==> config.mk <==
export PLATFORM = sky130hd
export DESIGN_NAME = multicycle_control
export DESIGN_NICKNAME = d
export VERILOG_FILES = /design/src/rtl/multicycle_control.sv
export SDC_FILE = /design/constraint.sdc
export NUM_CORES = 1
export LEC_CHECK = 0
export ABC_AREA = 1
export BUFFER_PORTS_ARGS = -buffer_cell sky130_fd_sc_hd__buf_2
export CORE_MARGIN = 5
export CORE_UTILIZATION = 36
export CTS_CLUSTER_DIAMETER = 100
export DETAILED_ROUTE_END_ITERATION = 8
export MAX_ROUTING_LAYER = met4
export PLACE_DENSITY = 0.69
export SLEW_MARGIN = 10
export SYNTH_ARGS = -nofsm -noshare
export SYNTH_HDL_FRONTEND = slang
export SYNTH_SLANG_ARGS = --single-unit
==> constraint.sdc <==
create_clock -name clk -period 2.6 [get_ports clk]
set_clock_uncertainty 0.2 [all_clocks]
set_input_delay 0.52 -clock clk [delete_from_list [all_inputs] [get_ports clk]]
set_output_delay 0.52 -clock clk [all_outputs]
set_load 0.005 [all_outputs]
==> src/rtl/multicycle_control.sv <==
// Multi-cycle RV32I control sequencer: fetches into an instruction register and
// walks each instruction through FETCH/DECODE/EXEC/MEM/WB with Moore-decoded strobes.
module multicycle_control #(
    parameter logic [31:0] RESET_IR = 32'h00000013
) (
    input  logic        clk,
    input  logic        rst,
    input  logic [31:0] instr,
    input  logic        instr_valid,
    output logic        instr_ready,
    input  logic        mem_ack,
    input  logic        alu_zero,
    output logic [3:0]  aluop,
    output logic [1:0]  alumux1_sel,
    output logic [1:0]  alumux2_sel,
    output logic [31:0] imm,
    output logic [4:0]  rs1_addr,
    output logic [4:0]  rs2_addr,
    output logic [4:0]  rd_addr,
    output logic        reg_we,
    output logic        mem_re,
    output logic        mem_we,
    output logic        wb_sel,
    output logic        pc_we,
    output logic        pc_sel,
    output logic        illegal
);

    localparam logic [6:0] OPC_OP     = 7'b0110011;
    localparam logic [6:0] OPC_OPIMM  = 7'b0010011;
    localparam logic [6:0] OPC_LOAD   = 7'b0000011;
    localparam logic [6:0] OPC_STORE  = 7'b0100011;
    localparam logic [6:0] OPC_BRANCH = 7'b1100011;
    localparam logic [6:0] OPC_JAL    = 7'b1101111;
    localparam logic [6:0] OPC_LUI    = 7'b0110111;

    localparam logic [3:0] ALU_ADD  = 4'd0;
    localparam logic [3:0] ALU_SUB  = 4'd1;
    localparam logic [3:0] ALU_AND  = 4'd2;
    localparam logic [3:0] ALU_OR   = 4'd3;
    localparam logic [3:0] ALU_XOR  = 4'd4;
    localparam logic [3:0] ALU_SLL  = 4'd5;
    localparam logic [3:0] ALU_SRL  = 4'd6;
    localparam logic [3:0] ALU_SRA  = 4'd7;
    localparam logic [3:0] ALU_SLT  = 4'd8;
    localparam logic [3:0] ALU_SLTU = 4'd9;

    localparam logic [1:0] MUX1_RS1    = 2'd0;
    localparam logic [1:0] MUX1_PC     = 2'd1;
    localparam logic [1:0] MUX1_ZERO   = 2'd2;
    localparam logic [1:0] MUX2_RS2    = 2'd0;
    localparam logic [1:0] MUX2_IMM    = 2'd1;
    localparam logic [1:0] MUX2_CONST4 = 2'd2;

    typedef enum logic [2:0] {
        S_FETCH  = 3'd0,
        S_DECODE = 3'd1,
        S_EXEC   = 3'd2,
        S_MEM    = 3'd3,
        S_WB     = 3'd4,
        S_TRAP   = 3'd5
    } state_t;

    state_t      state;
    state_t      state_next;
    logic [31:0] ir;
    logic        illegal_q;
    logic        store_retire;

    logic [6:0]  opcode;
    logic [2:0]  funct3;
    logic        is_op, is_opimm, is_load, is_store, is_branch, is_jal, is_lui;
    logic        opcode_ok;
    logic        branch_ok;
    logic [3:0]  exec_aluop;
    logic [1:0]  exec_mux1;
    logic [1:0]  exec_mux2;

    // funct7[5] selects SUB only for register-register ops; for shifts it selects SRA.
    function automatic logic [3:0] decode_aluop(input logic [2:0] f3,
                                                input logic       f7b5,
                                                input logic       is_reg);
        case (f3)
            3'b000:  decode_aluop = (is_reg && f7b5) ? ALU_SUB : ALU_ADD;
            3'b001:  decode_aluop = ALU_SLL;
            3'b010:  decode_aluop = ALU_SLT;
            3'b011:  decode_aluop = ALU_SLTU;
            3'b100:  decode_aluop = ALU_XOR;
            3'b101:  decode_aluop = f7b5 ? ALU_SRA : ALU_SRL;
            3'b110:  decode_aluop = ALU_OR;
            default: decode_aluop = ALU_AND;
        endcase
    endfunction

    assign opcode    = ir[6:0];
    assign funct3    = ir[14:12];
    assign rs1_addr  = ir[19:15];
    assign rs2_addr  = ir[24:20];
    assign rd_addr   = ir[11:7];

    assign is_op     = (opcode == OPC_OP);
    assign is_opimm  = (opcode == OPC_OPIMM);
    assign is_load   = (opcode == OPC_LOAD);
    assign is_store  = (opcode == OPC_STORE);
    assign is_branch = (opcode == OPC_BRANCH);
    assign is_jal    = (opcode == OPC_JAL);
    assign is_lui    = (opcode == OPC_LUI);
    assign opcode_ok = is_op | is_opimm | is_load | is_store | is_branch | is_jal | is_lui;
    assign branch_ok = is_branch && (funct3[2:1] == 2'b00);

    always_comb begin
        imm = 32'b0;
        case (opcode)
            OPC_OPIMM,
            OPC_LOAD:   imm = {{20{ir[31]}}, ir[31:20]};
            OPC_STORE:  imm = {{20{ir[31]}}, ir[31:25], ir[11:7]};
            OPC_BRANCH: imm = {{19{ir[31]}}, ir[31], ir[7], ir[30:25], ir[11:8], 1'b0};
            OPC_LUI:    imm = {ir[31:12], 12'b0};
            OPC_JAL:    imm = {{11{ir[31]}}, ir[31], ir[19:12], ir[20], ir[30:21], 1'b0};
            default:    imm = 32'b0;
        endcase
    end

    always_comb begin
        exec_aluop = ALU_ADD;
        exec_mux1  = MUX1_RS1;
        exec_mux2  = MUX2_RS2;
        case (opcode)
            OPC_OP:     exec_aluop = decode_aluop(funct3, ir[30], 1'b1);
            OPC_OPIMM: begin
                exec_aluop = decode_aluop(funct3, ir[30], 1'b0);
                exec_mux2  = MUX2_IMM;
            end
            OPC_LOAD,
            OPC_STORE:  exec_mux2  = MUX2_IMM;
            OPC_BRANCH: exec_aluop = ALU_SUB;
            OPC_JAL: begin
                exec_mux1 = MUX1_PC;
                exec_mux2 = MUX2_CONST4;
            end
            OPC_LUI: begin
                exec_mux1 = MUX1_ZERO;
                exec_mux2 = MUX2_IMM;
            end
            default: ;
        endcase
    end

    // The store's pc+4 update is registered so that no strobe depends on mem_ack
    // combinationally; the pulse lands in the FETCH cycle following the ack.
    always_ff @(posedge clk) begin
        if (rst) begin
            state        <= S_FETCH;
            ir           <= RESET_IR;
            illegal_q    <= 1'b0;
            store_retire <= 1'b0;
        end else begin
            state        <= state_next;
            store_retire <= (state == S_MEM) && is_store && mem_ack;
            if (state == S_FETCH && instr_valid)
                ir <= instr;
            if (state_next == S_TRAP)
                illegal_q <= 1'b1;
        end
    end

    always_comb begin
        state_next = state;
        case (state)
            S_FETCH:  if (instr_valid) state_next = S_DECODE;
            S_DECODE: state_next = opcode_ok ? S_EXEC : S_TRAP;
            S_EXEC: begin
                if (is_op || is_opimm || is_jal || is_lui)
                    state_next = S_WB;
                else if (is_load || is_store)
                    state_next = S_MEM;
                else if (branch_ok)
                    state_next = S_FETCH;
                else
                    state_next = S_TRAP;
            end
            S_MEM:    if (mem_ack) state_next = is_store ? S_FETCH : S_WB;
            S_WB:     state_next = S_FETCH;
            S_TRAP:   state_next = S_TRAP;
            default:  state_next = S_FETCH;
        endcase
    end

    always_comb begin
        instr_ready = 1'b0;
        aluop       = ALU_ADD;
        alumux1_sel = MUX1_RS1;
        alumux2_sel = MUX2_RS2;
        reg_we      = 1'b0;
        mem_re      = 1'b0;
        mem_we      = 1'b0;
        wb_sel      = 1'b0;
        pc_we       = 1'b0;
        pc_sel      = 1'b0;
        case (state)
            S_FETCH: begin
                instr_ready = 1'b1;
                pc_we       = store_retire;
            end
            S_EXEC: begin
                aluop       = exec_aluop;
                alumux1_sel = exec_mux1;
                alumux2_sel = exec_mux2;
                if (branch_ok) begin
                    pc_we  = 1'b1;
                    pc_sel = funct3[0] ? ~alu_zero : alu_zero;
                end
            end
            S_MEM: begin
                alumux1_sel = exec_mux1;
                alumux2_sel = exec_mux2;
                mem_re      = is_load;
                mem_we      = is_store;
            end
            S_WB: begin
                reg_we = 1'b1;
                pc_we  = 1'b1;
                wb_sel = is_load;
                pc_sel = is_jal;
            end
            default: ;
        endcase
    end

    assign illegal = illegal_q;

endmodule

==> results by group <==
Outcome
  – Outcome: complete, no violations

Place
  – Area of placed instances: around 0.0026 mm^2
  – DPL Wire Length: ~4700 um
  – Buffers added on ports: 99
  – GPL Wtd Cong: 0.9422

Worst setup path
  – Type of origin of the critical path: flop
  – Kind of end point of the critical path: primary output
  – Critical-path cell with the highest stage delay: sky130_fd_sc_hd__dfxtp_1
  – Cell seen most often among critical-path stages: sky130_fd_sc_hd__inv_2
  – Largest fanout on the critical path: 11
  – Series of cell instances along the critical path: nand2_1 > inv_2 > nand2_4 > inv_2 > nand2_2 > inv_2 > nor2_4 > nand2_4 > nand2_8 > o21ai_0 > buf_2
  – Critical path required time: around 1.9 ns
  – Cell class contributing the biggest share of worst-path delay: simple AND/OR/NAND/NOR gates
  – CP bufs+invs: 4
  – Critical path class: flop to primary output
  – WP data arrival: between 1.5 and 2 ns
  – Longest individual stage delay on the worst path: 0.31 ns

Floorplan
  – Die width: around 87 um
  – Die Span Y: 87.27 um
  – Row count: 28
  – Ports: 100
  – Starting density of the core: a little under two fifths
  – Placeable core area: 0.005851 mm^2
  – Die outline area: ~0.0076 mm^2

STA
  – Setup violations, final: 0
  – Pins Over Slew Limit: 0
  – Slew at the pin closest to its max-slew limit: ~0.53 ns
  – Final Cycle Share: between 90 and 100%
  – Final Hold Slack: about 0.24 ns
  – RSZ-0062 raised after global routing: yes
  – Final critical delay including setup and external delays: 2.496 ns
  – Number of hold violations in the final report: 0
  – Achievable clock frequency: between 400 and 500 MHz
  – Max-slew headroom at the worst pin: 64.31%

Synthesis
  – Share of the yosys chip area belonging to registers: 34.46%
  – Gate count of the mapped netlist: around 310
  – Warning count from the yosys run: 0
  – Register bit total from synthesis: 37
  – Syn Area/Cell: 6.979 um^2
  – Count of unique library cells instantiated by Yosys: 29
  – Syn Nets: about 350
  – Post-Synthesis Cell Area: 0.002150 mm^2

Global route
  – Remaining global-route overflow: 0
  – Global routing usage summed across all routing layers: 16.36%
  – Via count of the first global-routing pass: ~2.1k
  – First-pass GRT wire length: 9632 um
  – Pin count of the biggest net entering global routing: 38
  – Antenna violations before repair: 0

Final layout
  – Layout Nets: between 400 and 500
  – Most frequent standard cell in the layout excluding fill and tap cells: sky130_fd_sc_hd__buf_2
  – Top library cells by usage in the layout, fill and taps aside: 99 x sky130_fd_sc_hd__buf_2, 46 x sky130_fd_sc_hd__inv_1, 42 x sky130_fd_sc_hd__o21ai_0, 36 x sky130_fd_sc_hd__dfxtp_1, 29 x sky130_fd_sc_hd__a21oi_1
  – Area growth, synth to finish: 25.38%
  – Fraction of final layout cells sized beyond drive strength 1: between 30% and 40%
  – Summed area of non-filler cells in the final layout: 0.002695 mm^2
  – Antenna cell count: 0

Route
  – Final routed DRC violation total: 0
  – Routed vias: between 2k and 2.5k
  – First-pass iteration count of the detailed router: 4
  – Drt via density: 4.738
  – Post-DRT Antenna Nets: 0
  – Final wirelength: ~6000 um
  – Initial detailed-routing violation count: ~130
  – Detailed-route wire length per cell: 12.80 um

CTS
  – Hold buffer count at CTS: 0
  – CTS clk-pin slew, worst paths: around 0.080 ns
  – Num CTS Buffers: 5
  – Clock tree from TritonCTS: done
  – Cell at the root of the clock tree: sky130_fd_sc_hd__clkbuf_8
  – Number of clock sinks: 37
  – Clock latency of the later-clocked register in the worst-skew pair: around 0.29 ns
  – Deepest clock path buffer count: 2
  – H-tree depth: 2

Power and ir drop
  – P_leak: about 1.4 nW
  – Worst vdd ir: around 0.42 mV
  – Total power density per cell area: 868.1 mW/mm^2
  – Final Power: between 2 and 2.5 mW

Flow run
  – Number of max-cap violations: 0

Worst hold path
  – Type of the worst min-delay path: input pin to flop
-- final timing paths --
path,start,endpoint,slack (ns),depth (start not counted)
hold / removal,rst,illegal$_SDFFE_PP0N_,0.24,2
setup reg to reg,state[0]$_SDFF_PP0_,ir[12]$_SDFFE_PP0P_,0.74,7
setup / recovery,ir[1]$_SDFFE_PP1P_,imm[24],0.10,11
hold reg to reg,ir[16]$_SDFFE_PP0P_,ir[16]$_SDFFE_PP0P_,0.26,2
-- cell families after synthesis --
| family | synth area share, % |
|---|---|
| AOI/OAI and AO/OA | 25.32 |
| DFF | 34.46 |
| and+or+nand+nor | 20.78 |
| xor gates and xnor gates | 0.4075 |
| buffers and inverters | 19.03 |
-- flip-flops by register name, indices dropped and copies added, names as in the netlist --
register and cells:
illegal 1, ir 32, state 3, store_retire 1
-- per-layer routing --
layer / up-vias / track usage [%] / wire (um)
met4: 0 / 4.881 / 67
met3: 7 / 3.500 / 439
li1: 1150 / - / -
met5: - / - / 0
met1: 990 / 20.87 / 2694
met2: 75 / 25.96 / 2804
-- layout make-up --
type	count	area [um^2]
multi-input combinational	188	1015
tap	75	93.84
clock buffer	7	86.33
sequential	37	742.0
fill	611	3156
timing repair buffer	105	540.5
inverter	57	217.7
-- synth_stat cells (all sizes together) --
library cell,count,area share (%)
a211oi,1,0.35
a21oi,31,7.6
a31oi,2,0.58
buf,21,8.2
clkbuf,5,0.87
dfxtp,37,34
inv,57,10
nand2,35,7.9
nand3,13,3.3
nor2,38,8.3
nor3,1,0.23
nor4,4,1.2
o211ai,1,0.35
o21ai,53,14
o22ai,7,2.0
o31ai,1,0.35
xnor2,1,0.41
-- report_power, final --
| part | internal, mW | switching, mW |
|---|---|---|
| combinational | 0.407 | 0.686 |
| clock | 0.210 | 0.197 |
| sequential | 0.726 | 0.113 |
| total | 1.34 | 0.996 |
-- through the flow --
stage	setup TNS [ns]	utilization (%)	std cells	setup WS (ns)
after floorplan	0	-	308	0.7382
after global placement	0	43.86	459	0.3781
after detailed placement	0	43.86	459	0.3419
after CTS	0	45.34	466	0.03005
after global routing	-0.01643	46.07	469	-0.01643
final	0	46.07	469	0.1040
-- repair_timing --
action	CTS	global route
setup endpoints to repair	0	19
buffers inserted	0	3
endpoints found under the hold margin	0	0
resized for setup	0	5
No activity file was read; power rests on OpenSTA's default activity.
